==> src/rtl/uart_pkg.sv <==
// Shared UART definitions: parity/stop configuration encodings, receiver states and helpers.
package uart_pkg;

    localparam logic [1:0] PAR_NONE = 2'b00;
    localparam logic [1:0] PAR_EVEN = 2'b01;
    localparam logic [1:0] PAR_ODD  = 2'b10;
    localparam logic [1:0] PAR_RSVD = 2'b11;

    localparam logic STOP_1 = 1'b0;
    localparam logic STOP_2 = 1'b1;

    localparam int unsigned DATA_BITS = 8;

    typedef enum logic [2:0] {
        IDLE,
        START,
        DATA,
        PARITY,
        STOP
    } rx_state_e;

    function automatic logic maj3(input logic a, input logic b, input logic c);
        return (a & b) | (a & c) | (b & c);
    endfunction

endpackage

==> src/rtl/uart_sync.sv <==
// Multi-stage bit synchroniser for asynchronous inputs; flops reset to 1 (idle-high lines).
module uart_sync #(
    parameter int unsigned SYNC_STAGES = 2
) (
    input  logic clk_i,
    input  logic rst_ni,
    input  logic d_i,
    output logic q_o
);

    logic [SYNC_STAGES-1:0] sync_q;

    always_ff @(posedge clk_i or negedge rst_ni) begin
        if (!rst_ni) begin
            sync_q <= '1;
        end else begin
            sync_q <= {sync_q[SYNC_STAGES-2:0], d_i};
        end
    end

    assign q_o = sync_q[SYNC_STAGES-1];

endmodule

==> src/rtl/uart_rx.sv <==
// UART receiver (8 data bits, none/even/odd/unchecked parity, 1 or 2 stop bits).
// Define UART_RX_MAJORITY_EN for 2-of-3 majority bit decisions (one clock later).
module uart_rx
    import uart_pkg::*;
#(
    parameter int unsigned SYNC_STAGES = 2
) (
    input  logic        mclk,
    input  logic        n_reset,
    input  logic [15:0] baud_max_cnt,
    input  logic [1:0]  parity_sel,
    input  logic        stop_sel,
    input  logic        rxd,
    output logic [7:0]  rx_data,
    output logic        rx_valid,
    output logic        parity_err,
    output logic        frame_err,
    output logic        busy
);

    logic      rxd_s;
    logic      rxd_prev_q;
    logic      fall;
    logic      start_hit;
    logic      data_hit;
    logic      bit_val;
    logic [15:0] half;

    rx_state_e   state_q, state_d;
    logic [15:0] cnt_q, cnt_d;
    logic [15:0] baud_q, baud_d;
    logic [1:0]  psel_q, psel_d;
    logic        stop2_q, stop2_d;
    logic [2:0]  bitcnt_q, bitcnt_d;
    logic [7:0]  shreg_q, shreg_d;
    logic        perr_acc_q, perr_acc_d;
    logic        ferr_acc_q, ferr_acc_d;
    logic        stopcnt_q, stopcnt_d;
    logic [7:0]  rx_data_q, rx_data_d;
    logic        rx_valid_q, rx_valid_d;
    logic        parity_err_q, parity_err_d;
    logic        frame_err_q, frame_err_d;

    uart_sync #(
        .SYNC_STAGES(SYNC_STAGES)
    ) u_sync (
        .clk_i (mclk),
        .rst_ni(n_reset),
        .d_i   (rxd),
        .q_o   (rxd_s)
    );

    assign fall     = ~rxd_s & rxd_prev_q;
    assign half     = baud_q >> 1;
    assign data_hit = (cnt_q == baud_q);

`ifdef UART_RX_MAJORITY_EN
    logic [1:0] hist_q;

    always_ff @(posedge mclk or negedge n_reset) begin
        if (!n_reset) begin
            hist_q <= '1;
        end else begin
            hist_q <= {hist_q[0], rxd_s};
        end
    end

    // Deciding at half+1 and restarting cnt there keeps every later decision at bit offset half+1.
    assign start_hit = (cnt_q == half + 16'd1);
    assign bit_val   = maj3(rxd_s, hist_q[0], hist_q[1]);
`else
    assign start_hit = (cnt_q == half);
    assign bit_val   = rxd_s;
`endif

    always_comb begin
        state_d      = state_q;
        cnt_d        = cnt_q + 16'd1;
        baud_d       = baud_q;
        psel_d       = psel_q;
        stop2_d      = stop2_q;
        bitcnt_d     = bitcnt_q;
        shreg_d      = shreg_q;
        perr_acc_d   = perr_acc_q;
        ferr_acc_d   = ferr_acc_q;
        stopcnt_d    = stopcnt_q;
        rx_data_d    = rx_data_q;
        rx_valid_d   = 1'b0;
        parity_err_d = parity_err_q;
        frame_err_d  = frame_err_q;

        unique case (state_q)
            IDLE: begin
                cnt_d = '0;
                if (fall) begin
                    baud_d  = baud_max_cnt;
                    psel_d  = parity_sel;
                    stop2_d = stop_sel;
                    state_d = START;
                end
            end
            START: begin
                if (start_hit) begin
                    cnt_d    = '0;
                    bitcnt_d = '0;
                    state_d  = bit_val ? IDLE : DATA;
                end
            end
            DATA: begin
                if (data_hit) begin
                    cnt_d    = '0;
                    shreg_d  = {bit_val, shreg_q[7:1]};
                    bitcnt_d = bitcnt_q + 3'd1;
                    if (bitcnt_q == 3'(DATA_BITS - 1)) begin
                        perr_acc_d = 1'b0;
                        ferr_acc_d = 1'b0;
                        stopcnt_d  = 1'b0;
                        state_d    = (psel_q == PAR_NONE) ? STOP : PARITY;
                    end
                end
            end
            PARITY: begin
                if (data_hit) begin
                    cnt_d   = '0;
                    state_d = STOP;
                    if (psel_q == PAR_EVEN) begin
                        perr_acc_d = (bit_val != ^shreg_q);
                    end else if (psel_q == PAR_ODD) begin
                        perr_acc_d = (bit_val != ~^shreg_q);
                    end
                end
            end
            STOP: begin
                if (data_hit) begin
                    cnt_d = '0;
                    if ((stop2_q == STOP_2) && !stopcnt_q) begin
                        stopcnt_d  = 1'b1;
                        ferr_acc_d = ferr_acc_q | ~bit_val;
                    end else begin
                        state_d      = IDLE;
                        rx_valid_d   = 1'b1;
                        rx_data_d    = shreg_q;
                        parity_err_d = perr_acc_q;
                        frame_err_d  = ferr_acc_q | ~bit_val;
                    end
                end
            end
            default: state_d = IDLE;
        endcase
    end

    always_ff @(posedge mclk or negedge n_reset) begin
        if (!n_reset) begin
            rxd_prev_q   <= 1'b1;
            state_q      <= IDLE;
            cnt_q        <= '0;
            baud_q       <= '0;
            psel_q       <= PAR_NONE;
            stop2_q      <= STOP_1;
            bitcnt_q     <= '0;
            shreg_q      <= '0;
            perr_acc_q   <= 1'b0;
            ferr_acc_q   <= 1'b0;
            stopcnt_q    <= 1'b0;
            rx_data_q    <= '0;
            rx_valid_q   <= 1'b0;
            parity_err_q <= 1'b0;
            frame_err_q  <= 1'b0;
        end else begin
            rxd_prev_q   <= rxd_s;
            state_q      <= state_d;
            cnt_q        <= cnt_d;
            baud_q       <= baud_d;
            psel_q       <= psel_d;
            stop2_q      <= stop2_d;
            bitcnt_q     <= bitcnt_d;
            shreg_q      <= shreg_d;
            perr_acc_q   <= perr_acc_d;
            ferr_acc_q   <= ferr_acc_d;
            stopcnt_q    <= stopcnt_d;
            rx_data_q    <= rx_data_d;
            rx_valid_q   <= rx_valid_d;
            parity_err_q <= parity_err_d;
            frame_err_q  <= frame_err_d;
        end
    end

    assign rx_data    = rx_data_q;
    assign rx_valid   = rx_valid_q;
    assign parity_err = parity_err_q;
    assign frame_err  = frame_err_q;
    assign busy       = (state_q != IDLE);

endmodule

==> config.mk <==
export PLATFORM = sky130hd
export DESIGN_NAME = uart_rx
export DESIGN_NICKNAME = d
export VERILOG_FILES = /design/src/rtl/uart_pkg.sv /design/src/rtl/uart_sync.sv /design/src/rtl/uart_rx.sv
export SDC_FILE = /design/constraint.sdc
export NUM_CORES = 1
export LEC_CHECK = 0
export ABC_AREA = 1
export BUFFER_PORTS_ARGS = -buffer_cell sky130_fd_sc_hd__buf_2
export CAP_MARGIN = 5
export CORE_ASPECT_RATIO = 1.2
export CORE_MARGIN = 10
export CORE_UTILIZATION = 40
export CTS_BUF_LIST = sky130_fd_sc_hd__clkbuf_16
export DETAILED_ROUTE_END_ITERATION = 12
export PLACE_DENSITY = 0.58
export SLEW_MARGIN = 20
export SYNTH_ARGS = -nofsm -noshare
export SYNTH_HDL_FRONTEND = slang
export SYNTH_HIERARCHICAL = 1
export SYNTH_SLANG_ARGS = --single-unit
export TNS_END_PERCENT = 10
==> constraint.sdc <==
create_clock -name mclk -period 2.05 [get_ports mclk]
set_input_delay 0.1025 -clock mclk [delete_from_list [all_inputs] [get_ports mclk]]
set_output_delay 0.1025 -clock mclk [all_outputs]
set_load 0.01 [all_outputs]
==> impl_metrics.py <==
metrics = {
    "floorplanning": {
        "dieArea_sq_mm": 0.0137,
        "die_x_microns": 109,
        "core_sq_mm": 0.00913,
        "io_pins": 34,
        "start_util": 0.414,
        "row_count": 38,
        "die_y_microns": 126,
    },
    "layout": {
        "drive_gt1_frac": 0.204,
        "fillers": 925,
        "fin_util": 0.486,
        "nets": 572,
        "area_delta_synth_final_pct": 17.4,
        "fin_area_sq_mm": 0.00443,
        "antenna-diode-count": 0,
        "fin_cells": 669,
    },
    "setup_path": {
        "crit_type": "flip-flop to flip-flop",
        "cp-startpoint": "cnt_q[4]$_DFF_PN0_",
        "cpMostUsedCell": "nand2_1",
        "required_ns": 2.26,
        "path_max_fanout": 9,
        "crit_arrival_ns": 2.01,
        "end_kind": "flip-flop",
        "r2r_start": "cnt_q[4]$_DFF_PN0_",
        "worstRegToRegCells": 10,
        "slowest_stage": "dfrtp_1",
        "path_cells": "nand2_1 -> nand2_1 -> nor2_1 -> nand2_1 -> nor2_1 -> nand2_1 -> nand2_4 -> buf_12 -> nand3_4 -> and3b_1",
        "crit_end": "cnt_q[3]$_DFF_PN0_",
        "crit_path_start_kind": "flip-flop",
        "worst_path_largest_cell_delay_ns": 0.47,
        "r2r-end": "cnt_q[3]$_DFF_PN0_",
        "r2r_setup_slack_ns": 0.25,
    },
    "clocking": {
        "clk_path_buf_depth": 2,
        "cts-root-buf": "clkbuf_16",
        "cts_buffers": 9,
        "clk_pin_slew_worst_paths_ns": 0.06,
        "cts_tree": "done",
        "worstSkewPairLatency_ns": 0.33,
        "clkSinkCount": 66,
        "htreeDepth": 3,
    },
    "place": {
        "portBuffers": 33,
        "place_inst": 648,
        "placed_cell_area_sq_mm": 0.00408,
        "gp_congestion": 0.853,
        "dpl.hpwl_microns": 6310,
    },
    "detailed_routing": {
        "routed-via-count": 3156,
        "drt-pass1-iter-count": 4,
        "drcViolationCount": 0,
        "routed_wl_microns": 8430,
        "ant_nets": 0,
        "routedWlPerCell_microns": 12.6,
        "drt_first_iter_violations": 66,
        "vias_per_cell": 4.72,
    },
    "timing": {
        "hold_ws_ns": 0.00994,
        "final_max_slew_viol_count": 0,
        "setup_viol_count_final": 0,
        "relSlewSlack": 0.692,
        "rsz0062_at_grt": "false",
        "tns_ns": 0,
        "fmax_mhz": 556,
        "worst_pin_slew_ns": 0.458,
        "clock_skew_ns": 0.00897,
        "fin_crit_ns": 1.80,
        "finalHoldViolCount": 0,
        "post-route-period-util": 0.877,
    },
    "worst_hold_path": {
        "hold_class": "input pin to flip-flop",
    },
    "logic_synthesis": {
        "synth_edf_count": 0,
        "syn_nets": 527,
        "yosysWarnings": 6,
        "syn_inst": 499,
        "synth_flop_cell": "dfrtp_1",
        "yosys.cell_types.count": 40,
        "seq_area_frac_synth": 0.438,
        "synth-seq-cells": 66,
        "synthesis.area_sq_mm": 0.00378,
        "synth_area_per_cell_sq_um": 7.57,
        "synthArstFlopShare": 1.00,
    },
    "grt": {
        "grtUsageTotal": 0.131,
        "grt_pass1_vias": 3167,
        "grt_pass1_wl_microns": 14500,
        "grt_overflow_total": 0,
        "grt_max_degree": 67,
        "antenna_found_initial": 0,
    },
    "power": {
        "power.leakage_nw": 2.32,
        "vdd_ir_drop_max_mv": 0.630,
        "power_density_mw_per_mm2": 1180,
    },
    "outcome": {
        "outcome": "finished clean",
    },
    "job": {
        "cap_violations": 0,
    },
}
## area by class of cell
class | instances | area, sq um | share of cell area
sequential | 66 | 1660 | 0.373
inverter | 66 | 250 | 0.0564
multi-input combinational | 360 | 1830 | 0.412
clock buffer | 9 | 225 | 0.0508
clock inverter | 7 | 70.1 | 0.0158
timing repair buffer | 41 | 255 | 0.0576
tap | 120 | 150 | 0.0339
## power breakdown
part	switching, mW	internal (mW)	leakage, nW	total [mW]
logic	1.18	0.711	1.33	1.89
registers	0.254	1.57	0.848	1.82
clock network	0.585	0.936	0.135	1.52
total	2.02	3.21	2.32	5.23
## flip-flops by register name, indices dropped and copies added (netlist names)
register,count
parity_err,1
rx_data,8
baud_q,16
frame_err,1
perr_acc_q,1
cnt_q,16
bitcnt_q,3
shreg_q,8
rx_valid,1
u_sync/sync_q,2
stopcnt_q,1
ferr_acc_q,1
state_q,3
psel_q,2
stop2_q,1
rxd_prev_q,1
## critical path, delay by kind of cell (launching register included)
family        cells  cell delay, ns
flops             1            0.47
buf+inv           1            0.12
simple gates      9            1.09
## cells by family after synthesis
logic type	Yosys count	synth area share
AOI/OAI and AO/OA	54	0.0891
DFF	66	0.438
buffers and inverters	73	0.0789
and+or+nand+nor	282	0.331
adders and majority gates	6	0.0199
muxes	1	0.00298
xor gates and xnor gates	17	0.0394
## worst min-delay path by stage
stage	start	endpoint	slack [ns]	depth (start not counted)
2_1_floorplan	n_reset	baud_q[0]$_DFFE_PN0P_	-0.19	0
3_3_place_gp	n_reset	baud_q[5]$_DFFE_PN0P_	0.15	2
3_5_place_dp	n_reset	baud_q[5]$_DFFE_PN0P_	0.15	2
4_1_cts	stop_sel	stop2_q$_DFFE_PN0P_	0.004	2
5_1_grt	stop_sel	stop2_q$_DFFE_PN0P_	0.01	2
6_report	stop_sel	stop2_q$_DFFE_PN0P_	0.01	2
## metal layers
metal / vias to the layer above / share of wire / global-route usage
li1: 1641 / - / -
met1: 1460 / 0.43 / 0.147
met2: 43 / 0.51 / 0.225
met3: 12 / 0.037 / 0.0319
met4: 0 / 0.024 / 0.0629
met5: - / 0 / 0
## synthesized netlist by cell type (2+ instances only)
cell type	n	area, sq um
ha_1	6	75.1
nand3_1	14	70.1
xnor2_1	8	70.1
and3_1	3	18.8
nor2_4	4	45.0
o21ai_0	3	15.0
dfrtp_1	63	1580
o21a_1	3	22.5
nand2_4	3	33.8
a21oi_2	2	17.5
clkbuf_1	3	11.3
xor2_1	9	78.8
nor3_2	2	20.0
nand2_1	172	646
nor2_1	54	203
a31oi_1	7	43.8
o21ai_2	4	35.0
a21oi_1	22	110
inv_2	16	60.1
nand2_2	10	62.6
nand4_1	3	18.8
dfstp_2	3	78.8
nor3_1	5	25.0
nor2_2	7	43.8
inv_1	49	184
o21ai_1	9	45.0
buf_2	2	10.0
## placed cells by master (no fill, tap or decap), drive strengths merged, types with 2 or more instances in the layout
cell / synthesis / routed
a21oi: 25 / 25
a31oi: 7 / 7
and3: 3 / 3
buf: 4 / 39
clkbuf: 3 / 9
clkinv: 0 / 3
clkinvlp: 0 / 3
dfrtp: 63 / 63
dfstp: 3 / 3
dlygate4sd3: 0 / 2
ha: 6 / 6
inv: 66 / 66
nand2: 185 / 185
nand3: 15 / 15
nand4: 3 / 3
nor2: 66 / 66
nor3: 7 / 7
o21a: 3 / 3
o21ai: 17 / 17
xnor2: 8 / 8
xor2: 9 / 9
## metrics by stage
stage	power [mW]	setup slack, ns
6_report	5.23	0.252
2_1_floorplan	3.19	0.579
5_1_grt	5.67	0.105
3_3_place_gp	3.61	0.169
4_1_cts	5.19	0.147
3_5_place_dp	3.64	0.160
## repair_timing
action	4_1_cts	5_1_grt
resized for setup	0	1
hold buffers	2	0
hold endpoints to repair	64	0
setup endpoints to repair	0	3
buffers inserted	0	3
Power figures use the tool's default switching activity.
